==> src/rtl/csi_tx_lane_seq.sv <==
// csi_tx_lane_seq: byte-clock sequencer for one CSI-2 D-PHY transmit data lane.
// It walks LP-11 -> LP-01 -> LP-00 -> HS-zero -> sync -> payload -> trailer -> LP-11.
// All outputs except s_ready are registered from the state the FSM is leaving.
// As a result, every wire value shows up one byte clock after the state that
// produced it. In DATA this lines up exactly: a byte accepted in cycle k appears
// on hs_data in cycle k+1, and the sync byte directly precedes the payload.
module csi_tx_lane_seq #(
    parameter int unsigned T_LPX   = 2,
    parameter int unsigned T_PREP  = 2,
    parameter int unsigned T_ZERO  = 6,
    parameter int unsigned T_TRAIL = 3,
    parameter int unsigned T_EXIT  = 4,
    parameter bit          INVERT  = 1'b0
) (
    input  logic       byte_clock,
    input  logic       reset_n,
    input  logic [7:0] s_data,
    input  logic       s_valid,
    input  logic       s_last,
    output logic       s_ready,
    output logic [7:0] hs_data,
    output logic       hs_en,
    output logic       lp_p,
    output logic       lp_n,
    output logic       busy,
    output logic       underrun
);

    typedef enum logic [2:0] {
        ST_STOP,
        ST_HS_RQST,
        ST_HS_PREP,
        ST_HS_ZERO,
        ST_HS_SYNC,
        ST_DATA,
        ST_TRAIL
    } state_t;

    localparam logic [7:0] C_LPX      = 8'(T_LPX);
    localparam logic [7:0] C_PREP     = 8'(T_PREP);
    localparam logic [7:0] C_ZERO     = 8'(T_ZERO);
    localparam logic [7:0] C_TRAIL    = 8'(T_TRAIL);
    localparam logic [7:0] C_TRAIL_M1 = 8'(T_TRAIL - 1);
    localparam logic [7:0] C_EXIT     = 8'(T_EXIT);
    localparam logic [7:0] C_MASK     = {8{INVERT}};
    localparam logic [7:0] C_SYNC     = 8'hB8;

    state_t     r_state;
    logic [7:0] r_cnt;       // shared down-counter, terminal count is 1
    logic       r_b7;        // bit7 of the last byte put on the wire (sync counts)
    logic [7:0] r_hs_data;
    logic       r_hs_en;
    logic       r_lp_p;
    logic       r_lp_n;
    logic       r_busy;
    logic       r_underrun;

    logic       w_term;
    logic [7:0] w_trail;

    assign w_term  = (r_cnt == 8'd1);
    // The trailer repeats the complement of the final bit sent.
    assign w_trail = {8{~r_b7}} ^ C_MASK;

    assign s_ready  = (r_state == ST_DATA);
    assign hs_data  = r_hs_data;
    assign hs_en    = r_hs_en;
    assign lp_p     = r_lp_p;
    assign lp_n     = r_lp_n;
    assign busy     = r_busy;
    assign underrun = r_underrun;

    // Lane FSM: state, counter, and registered line outputs.
    always_ff @(posedge byte_clock or negedge reset_n) begin
        if (!reset_n) begin
            r_state    <= ST_STOP;
            r_cnt      <= C_EXIT;
            r_b7       <= 1'b1;
            r_hs_data  <= 8'h00;
            r_hs_en    <= 1'b0;
            r_lp_p     <= 1'b1;
            r_lp_n     <= 1'b1;
            r_busy     <= 1'b0;
            r_underrun <= 1'b0;
        end else begin
            r_underrun <= 1'b0;
            case (r_state)
                ST_STOP: begin
                    r_hs_data <= 8'h00;
                    r_hs_en   <= 1'b0;
                    r_lp_p    <= 1'b1;
                    r_lp_n    <= 1'b1;
                    r_busy    <= 1'b0;
                    // The counter sits at 1 once the exit time has elapsed.
                    if (s_valid && w_term) begin
                        r_state <= ST_HS_RQST;
                        r_cnt   <= C_LPX;
                    end else if (!w_term) begin
                        r_cnt <= r_cnt - 8'd1;
                    end
                end
                ST_HS_RQST: begin
                    r_hs_data <= 8'h00;
                    r_hs_en   <= 1'b0;
                    r_lp_p    <= 1'b0;
                    r_lp_n    <= 1'b1;
                    r_busy    <= 1'b1;
                    if (w_term) begin
                        r_state <= ST_HS_PREP;
                        r_cnt   <= C_PREP;
                    end else begin
                        r_cnt <= r_cnt - 8'd1;
                    end
                end
                ST_HS_PREP: begin
                    r_hs_data <= 8'h00;
                    r_hs_en   <= 1'b0;
                    r_lp_p    <= 1'b0;
                    r_lp_n    <= 1'b0;
                    r_busy    <= 1'b1;
                    if (w_term) begin
                        r_state <= ST_HS_ZERO;
                        r_cnt   <= C_ZERO;
                    end else begin
                        r_cnt <= r_cnt - 8'd1;
                    end
                end
                ST_HS_ZERO: begin
                    r_hs_data <= C_MASK;
                    r_hs_en   <= 1'b1;
                    r_lp_p    <= 1'b0;
                    r_lp_n    <= 1'b0;
                    r_busy    <= 1'b1;
                    if (w_term) begin
                        r_state <= ST_HS_SYNC;
                    end else begin
                        r_cnt <= r_cnt - 8'd1;
                    end
                end
                ST_HS_SYNC: begin
                    r_hs_data <= C_SYNC ^ C_MASK;
                    r_hs_en   <= 1'b1;
                    r_busy    <= 1'b1;
                    r_b7      <= C_SYNC[7];
                    r_state   <= ST_DATA;
                end
                ST_DATA: begin
                    r_hs_en <= 1'b1;
                    r_busy  <= 1'b1;
                    if (s_valid) begin
                        r_hs_data <= s_data ^ C_MASK;
                        r_b7      <= s_data[7];
                        if (s_last) begin
                            r_state <= ST_TRAIL;
                            r_cnt   <= C_TRAIL;
                        end
                    end else begin
                        // Starved: the first trailer byte goes out now so the
                        // wire stays contiguous and still carries T_TRAIL bytes.
                        r_hs_data  <= w_trail;
                        r_underrun <= 1'b1;
                        if (C_TRAIL_M1 == 8'd0) begin
                            r_state <= ST_STOP;
                            r_cnt   <= C_EXIT;
                        end else begin
                            r_state <= ST_TRAIL;
                            r_cnt   <= C_TRAIL_M1;
                        end
                    end
                end
                ST_TRAIL: begin
                    r_hs_data <= w_trail;
                    r_hs_en   <= 1'b1;
                    r_busy    <= 1'b1;
                    if (w_term) begin
                        r_state <= ST_STOP;
                        r_cnt   <= C_EXIT;
                    end else begin
                        r_cnt <= r_cnt - 8'd1;
                    end
                end
                default: begin
                    r_state <= ST_STOP;
                    r_cnt   <= C_EXIT;
                end
            endcase
        end
    end

endmodule

==> config.mk <==
export PLATFORM = sky130hd
export DESIGN_NAME = csi_tx_lane_seq
export DESIGN_NICKNAME = d
export VERILOG_FILES = /design/src/rtl/csi_tx_lane_seq.sv
export SDC_FILE = /design/constraint.sdc
export NUM_CORES = 1
export LEC_CHECK = 0
export CAP_MARGIN = 20
export CORE_MARGIN = 8
export CORE_UTILIZATION = 48
export CTS_BUF_LIST = sky130_fd_sc_hd__clkbuf_4 sky130_fd_sc_hd__clkbuf_8
export DETAILED_ROUTE_END_ITERATION = 8
export PLACE_DENSITY = 0.77
export REMOVE_ABC_BUFFERS = 1
export SETUP_SLACK_MARGIN = 0.4
export SLEW_MARGIN = 20
export SYNTH_ARGS = -nofsm -noshare
export SYNTH_HDL_FRONTEND = slang
export SYNTH_SLANG_ARGS = --single-unit
==> constraint.sdc <==
create_clock -name byte_clock -period 2.15 [get_ports byte_clock]
set_clock_uncertainty 0.05 [all_clocks]
set_input_delay 0.645 -clock byte_clock [delete_from_list [all_inputs] [get_ports byte_clock]]
set_output_delay 0.645 -clock byte_clock [all_outputs]
set_load 0.05 [all_outputs]
---- After elaboration in Yosys (flattened, before gate mapping) ----
Index checks and enable logic that the tools add are counted.
storage, ports and cells
  word-level logic and storage cells ...... 70
  register bits after elaboration ......... 25
  bits of input ports ..................... 12
  output and inout port bits .............. 14
operators by class
  bitwise operators ....................... 2
  muxes and demuxes ....................... 26
  equal/unequal tests ..................... 14
  reduce and logical (&&, ||, !) cells .... 18
  add/subtract/negate cells ............... 1
operator list
  kind                   number
  $mux W8                8
  $pmux W8 S7            1
  $pmux W8 S4            1
  $mux W3                7
  $pmux W3 S7            1
  $ne A2 B2 Y1 const B   6
  $pmux W1 S2            5
  $reduce_bool A2 Y1     5
  $eq A3 B3 Y1 const B   3
  $eq A8 B1 Y1 const B   1
  $reduce_or A4 Y1       2
  $sub A8 B1 Y8 const B  1
  $eq A3 B2 Y1 const B   2
  $reduce_and A6 Y1      1
  $reduce_or A3 Y1       2
  $reduce_or A6 Y1       1
  $reduce_and A2 Y1      2
  $reduce_bool A4 Y1     1
  $reduce_or A2 Y1       2
  $eq A3 B1 Y1 const B   1
  $logic_not A3 Y1       1
  $mux W1                3
  $ne A3 B3 Y1 const B   1
  $not A1 Y1             2
  $logic_and A1 B1 Y1    1

---- Longest topological paths before layout ----
  depth in word-level cells ............... 4
  mapped depth ............................ 10
  gate-level depth less buffers ........... 10

---- Worst setup path after synthesis ----
No wires, ideal clock.
  path type ............................... register to register
  from .................................... register r_cnt[1]
  to ...................................... register r_cnt[0]
  path slack .............................. -109 ps
  cell stages (with the launch flop) ...... 10
  period minus slack after synthesis ...... 2259 ps
  arrival time ............................ 2106 ps
  path buffers ............................ 0
  path through ............................ dfrtp_1 > inv_1 > ha_1 > nor4b_4 > and2_2 > inv_1 > ha_1 > a2111oi_0 > a211oi_1 > a221oi_1
between the ends
  longest elaborated chain between the ends .. 4
  elaborated cells on any way between the ends .. 8
  those cells by class .................... eq/ne: 1; mux: 6; reduce/logical: 1
ends and longest elaborated chain
  what                                            RTL line  text
  start: declaration                              49        logic [7:0] r_cnt;
  start signal: assignment                        99        r_cnt <= r_cnt - 8'd1;
  start signal: assignment                        112       r_cnt <= r_cnt - 8'd1;
  start signal: assignment                        125       r_cnt <= r_cnt - 8'd1;
  $eq A8 B1 Y1 *                                  61        assign w_term = (r_cnt == 8'd1);
  $mux W8 or $logic_and A1 B1 Y1 (tied branches)  --
  $mux W8                                         95        if (s_valid && w_term) begin
  $pmux W8 S7 *                                   87        case (r_state)
Every way passes the cells marked *; elsewhere a longest branch is shown, timed or not.
A chain may end at the register's enable or synchronous reset.

---- Worst setup path in the final report ----
Same ends and word-level chain as after synthesis.

==> impl_metrics.json <==
{
  "outcome": "finished with violations",
  "violations": "negative setup slack",
  "area_growth_pct": 49.4,
  "clk_latency_ns": 0.34,
  "pwr-share-comb_pct": 66.0,
  "cpMostUsedCell": "ha_4",
  "synthAdderAreaFrac_pct": 2.68,
  "routed_via_density": 6.00,
  "start_kind": "flip-flop",
  "synth_top_flop_cell": "dfrtp_1",
  "antenna_cells": 0,
  "cts_tree": "yes",
  "end_kind": "flip-flop",
  "routed-via-count": 1369,
  "synth_xor_area_share_pct": 0,
  "cts.sinks": 25,
  "seqCellArea_um2": 631,
  "path_cells": "inv_2 > ha_4 > nor4b_4 > and2_4 > inv_4 > ha_4 > a2111oi_4 > a211oi_2 > a221oi_2",
  "worst_ep_required_time_ns": 2.35,
  "switchingPower_mw": 1.47,
  "critical_path_class": "flip-flop to flip-flop",
  "grt-ovfl-total": 0,
  "p_leak_nw": 0.924,
  "arrival_ns": 2.35,
  "grt_usage_pct": 15.9,
  "power.total_mw": 3.16,
  "tns_ns": -0.00108,
  "drive_gt1_share_pct": 42.6,
  "synth_area_um2": 1400,
  "synth_top_family_by_area": "compound AO/OA/AOI/OAI gates",
  "grt_pass1_vias": 1365,
  "power_density_nw_per_um2": 1510,
  "multi_input_area_um2": 831,
  "grt_pass1_wl_mm": 6.67,
  "synth_edf_count": 0,
  "io-pin-count": 26,
  "sw_frac_of_total_pct": 46.5,
  "cp_max_fo": 2,
  "clockBufferDepth": 2,
  "fillers": 178,
  "max_freq_mhz": 465,
  "async_reset_ff_share_pct": 100,
  "numCtsBuffers": 3,
  "ys_ff_latch": 25,
  "fin_crit_sh_pct": 100,
  "antenna_found_initial": 0,
  "die-area_um2": 4900,
  "num_rows": 19,
  "routedWlPerCell_um": 18.4,
  "dr.pass1.iters": 4,
  "start_util_pct": 50.7,
  "power.share.sequential_pct": 26.7,
  "grt_setup_unrepaired": "true",
  "dp_hpwl_mm": 2.56,
  "reg2regPathDepth": 9,
  "drv_slew": 0,
  "hold_viol_final": 0,
  "hp-class": "flip-flop to flip-flop",
  "nets": 213,
  "max-slew-margin-rel_pct": 66.7,
  "fin_ws_ns": -0.00108,
  "synth_simple_gate_area_share_pct": 20.8,
  "tightest_slew_ns": 0.497,
  "clk_pin_slew_ns": 0.15,
  "die_height_um": 70.0,
  "setup_viol": 1,
  "worstHoldPathCells": 2,
  "gp_congestion": 0.871,
  "p_int_mw": 1.69,
  "synth.area.mux_share_pct": 1.43,
  "cpPeakStageDelay_ns": 0.44,
  "yosysUniqueCellTypes": 37,
  "peakVddDrop_mv": 1.29,
  "yosysSeqAreaShare_pct": 45.1,
  "max_cap_viol_count": 0,
  "avgSynthCellArea_um2": 9.71,
  "crit_path_top_delay_cell": "dfrtp_1",
  "grt_max_degree": 26,
  "synth_compound_area_share_pct": 23.8,
  "pre_cts_slack_ns": -0.153,
  "postRouteWirelength_mm": 4.20,
  "die_w_um": 70.0,
  "cts_root_buffer": "clkbuf_4",
  "yosysWarnings": 0,
  "io_buffer_count": 25,
  "fin_crit_ns": 2.15,
  "drtIter0Drc": 100,
  "ctsHoldBuffers": 0,
  "drc": 0,
  "core_um2": 2760,
  "p_clk_share_pct": 7.3,
  "htreeDepth": 1,
  "antenna_left": 0,
  "synth_cells": 144
}
area by class of cell:
class                      count  area share [%]
sequential                    25            30.2
tap                           31            1.86
clock inverter                 1           0.359
inverter                      11            2.10
timing repair buffer          58            24.7
clock buffer                   3            1.08
multi-input combinational     99            39.8
stage by stage:
step | hold WS (ns) | cells | util [%] | instance area, um2
after global routing | 0.516 | 228 | 75.8 | 2090
after floorplan | 0.299 | 135 | - | 1350
after CTS | 0.478 | 223 | 71.9 | 1980
after global placement | 0.437 | 209 | 63.6 | 1750
final | 0.476 | 228 | 75.8 | 2090
after detailed placement | 0.431 | 209 | 63.6 | 1750
worst paths after layout:
check | from | to | slack (ns)
setup reg to reg | r_cnt[1] | r_cnt[0] | -0.001
hold / removal | busy | busy | 0.48
max in group asynchronous | reset_n | lp_p | 1.16
min in group asynchronous | reset_n | r_cnt[6] | 0.60
hold reg to reg | busy | busy | 0.48
setup / recovery | r_cnt[1] | r_cnt[0] | -0.001
kinds of logic after synthesis:
family,after synthesis
AOI/OAI and AO/OA,48
buffers and inverters,20
adders and majority gates,3
muxes,2
and+or+nand+nor,46
DFF,25
worst max-delay path, delay by kind of cell (launching register included):
kind            cells  cell delay (ns)
buf+inv             2             0.13
fa+ha+maj           2             0.36
simple gates        2             0.40
compound gates      3             0.68
flops               1             0.44
power groups by stage:
stage / clock (mW) / sequential, mW / combinational (mW)
6_report: 0.231 / 0.843 / 2.09
2_1_floorplan: 0 / 1.12 / 0.668
3_3_place_gp: 0 / 0.819 / 1.47
4_1_cts: 0.235 / 0.832 / 1.81
3_5_place_dp: 0 / 0.831 / 1.50
5_1_grt: 0.249 / 0.867 / 2.23
placed cells by master, fill, tap and decap left out, types with 2 or more instances in the layout:
cell             count
a31oi_1              3
buf_6                4
ha_4                 3
a221oi_2             2
inv_2                3
dlygate4sd2_1        2
or3_1                2
mux2i_1              2
inv_1                7
buf_8                2
dfstp_2              4
buf_4               39
nand2_1              6
a21oi_2              4
nand2b_1            10
o21ai_2              2
dfrtp_1             21
or4b_1               2
o21ai_0              7
buf_12               2
clkbuf_4             3
nand4b_1             2
a21oi_1              9
nor2_1               9
a221o_1             10
clkdlybuf4s50_1      9
Yosys cell counts (2+ instances only):
cell	instances	area (um2)
a21oi_1	14	70.1
o21ai_0	9	45.0
buf_2	4	20.0
o41ai_1	2	17.5
nand3_1	2	10.0
clkbuf_1	4	15.0
inv_1	11	41.3
nor2_1	9	33.8
a211oi_1	2	15.0
nand2_1	7	26.3
ha_1	3	37.5
or3_1	3	18.8
nand4b_1	2	17.5
dfrtp_1	21	526
mux2i_1	2	20.0
a31oi_1	3	18.8
or4b_1	2	20.0
nor3_1	2	10.0
a221o_1	10	100
dfstp_2	4	105
a221oi_1	2	17.5
nand2b_1	11	68.8
what timing repair did:
item                                    CTS  global route
resized for setup                        28            17
pin swaps                                 9            10
setup buffers                            10             5
endpoints found under the setup margin   16            15
state kept, by name (all words and copies together) (netlist names):
| signal | cells |
|---|---|
| busy | 1 |
| hs_data | 8 |
| hs_en | 1 |
| lp_n | 1 |
| lp_p | 1 |
| r_b7 | 1 |
| r_cnt | 8 |
| r_state | 3 |
| underrun | 1 |
routing by layer:
layer	wire length (um)	global-route usage (%)
met3	214	3.39
met4	82	5.58
met5	0	0
met2	2120	27.4
met1	1790	18.9
Power figures use the tool's default switching activity.
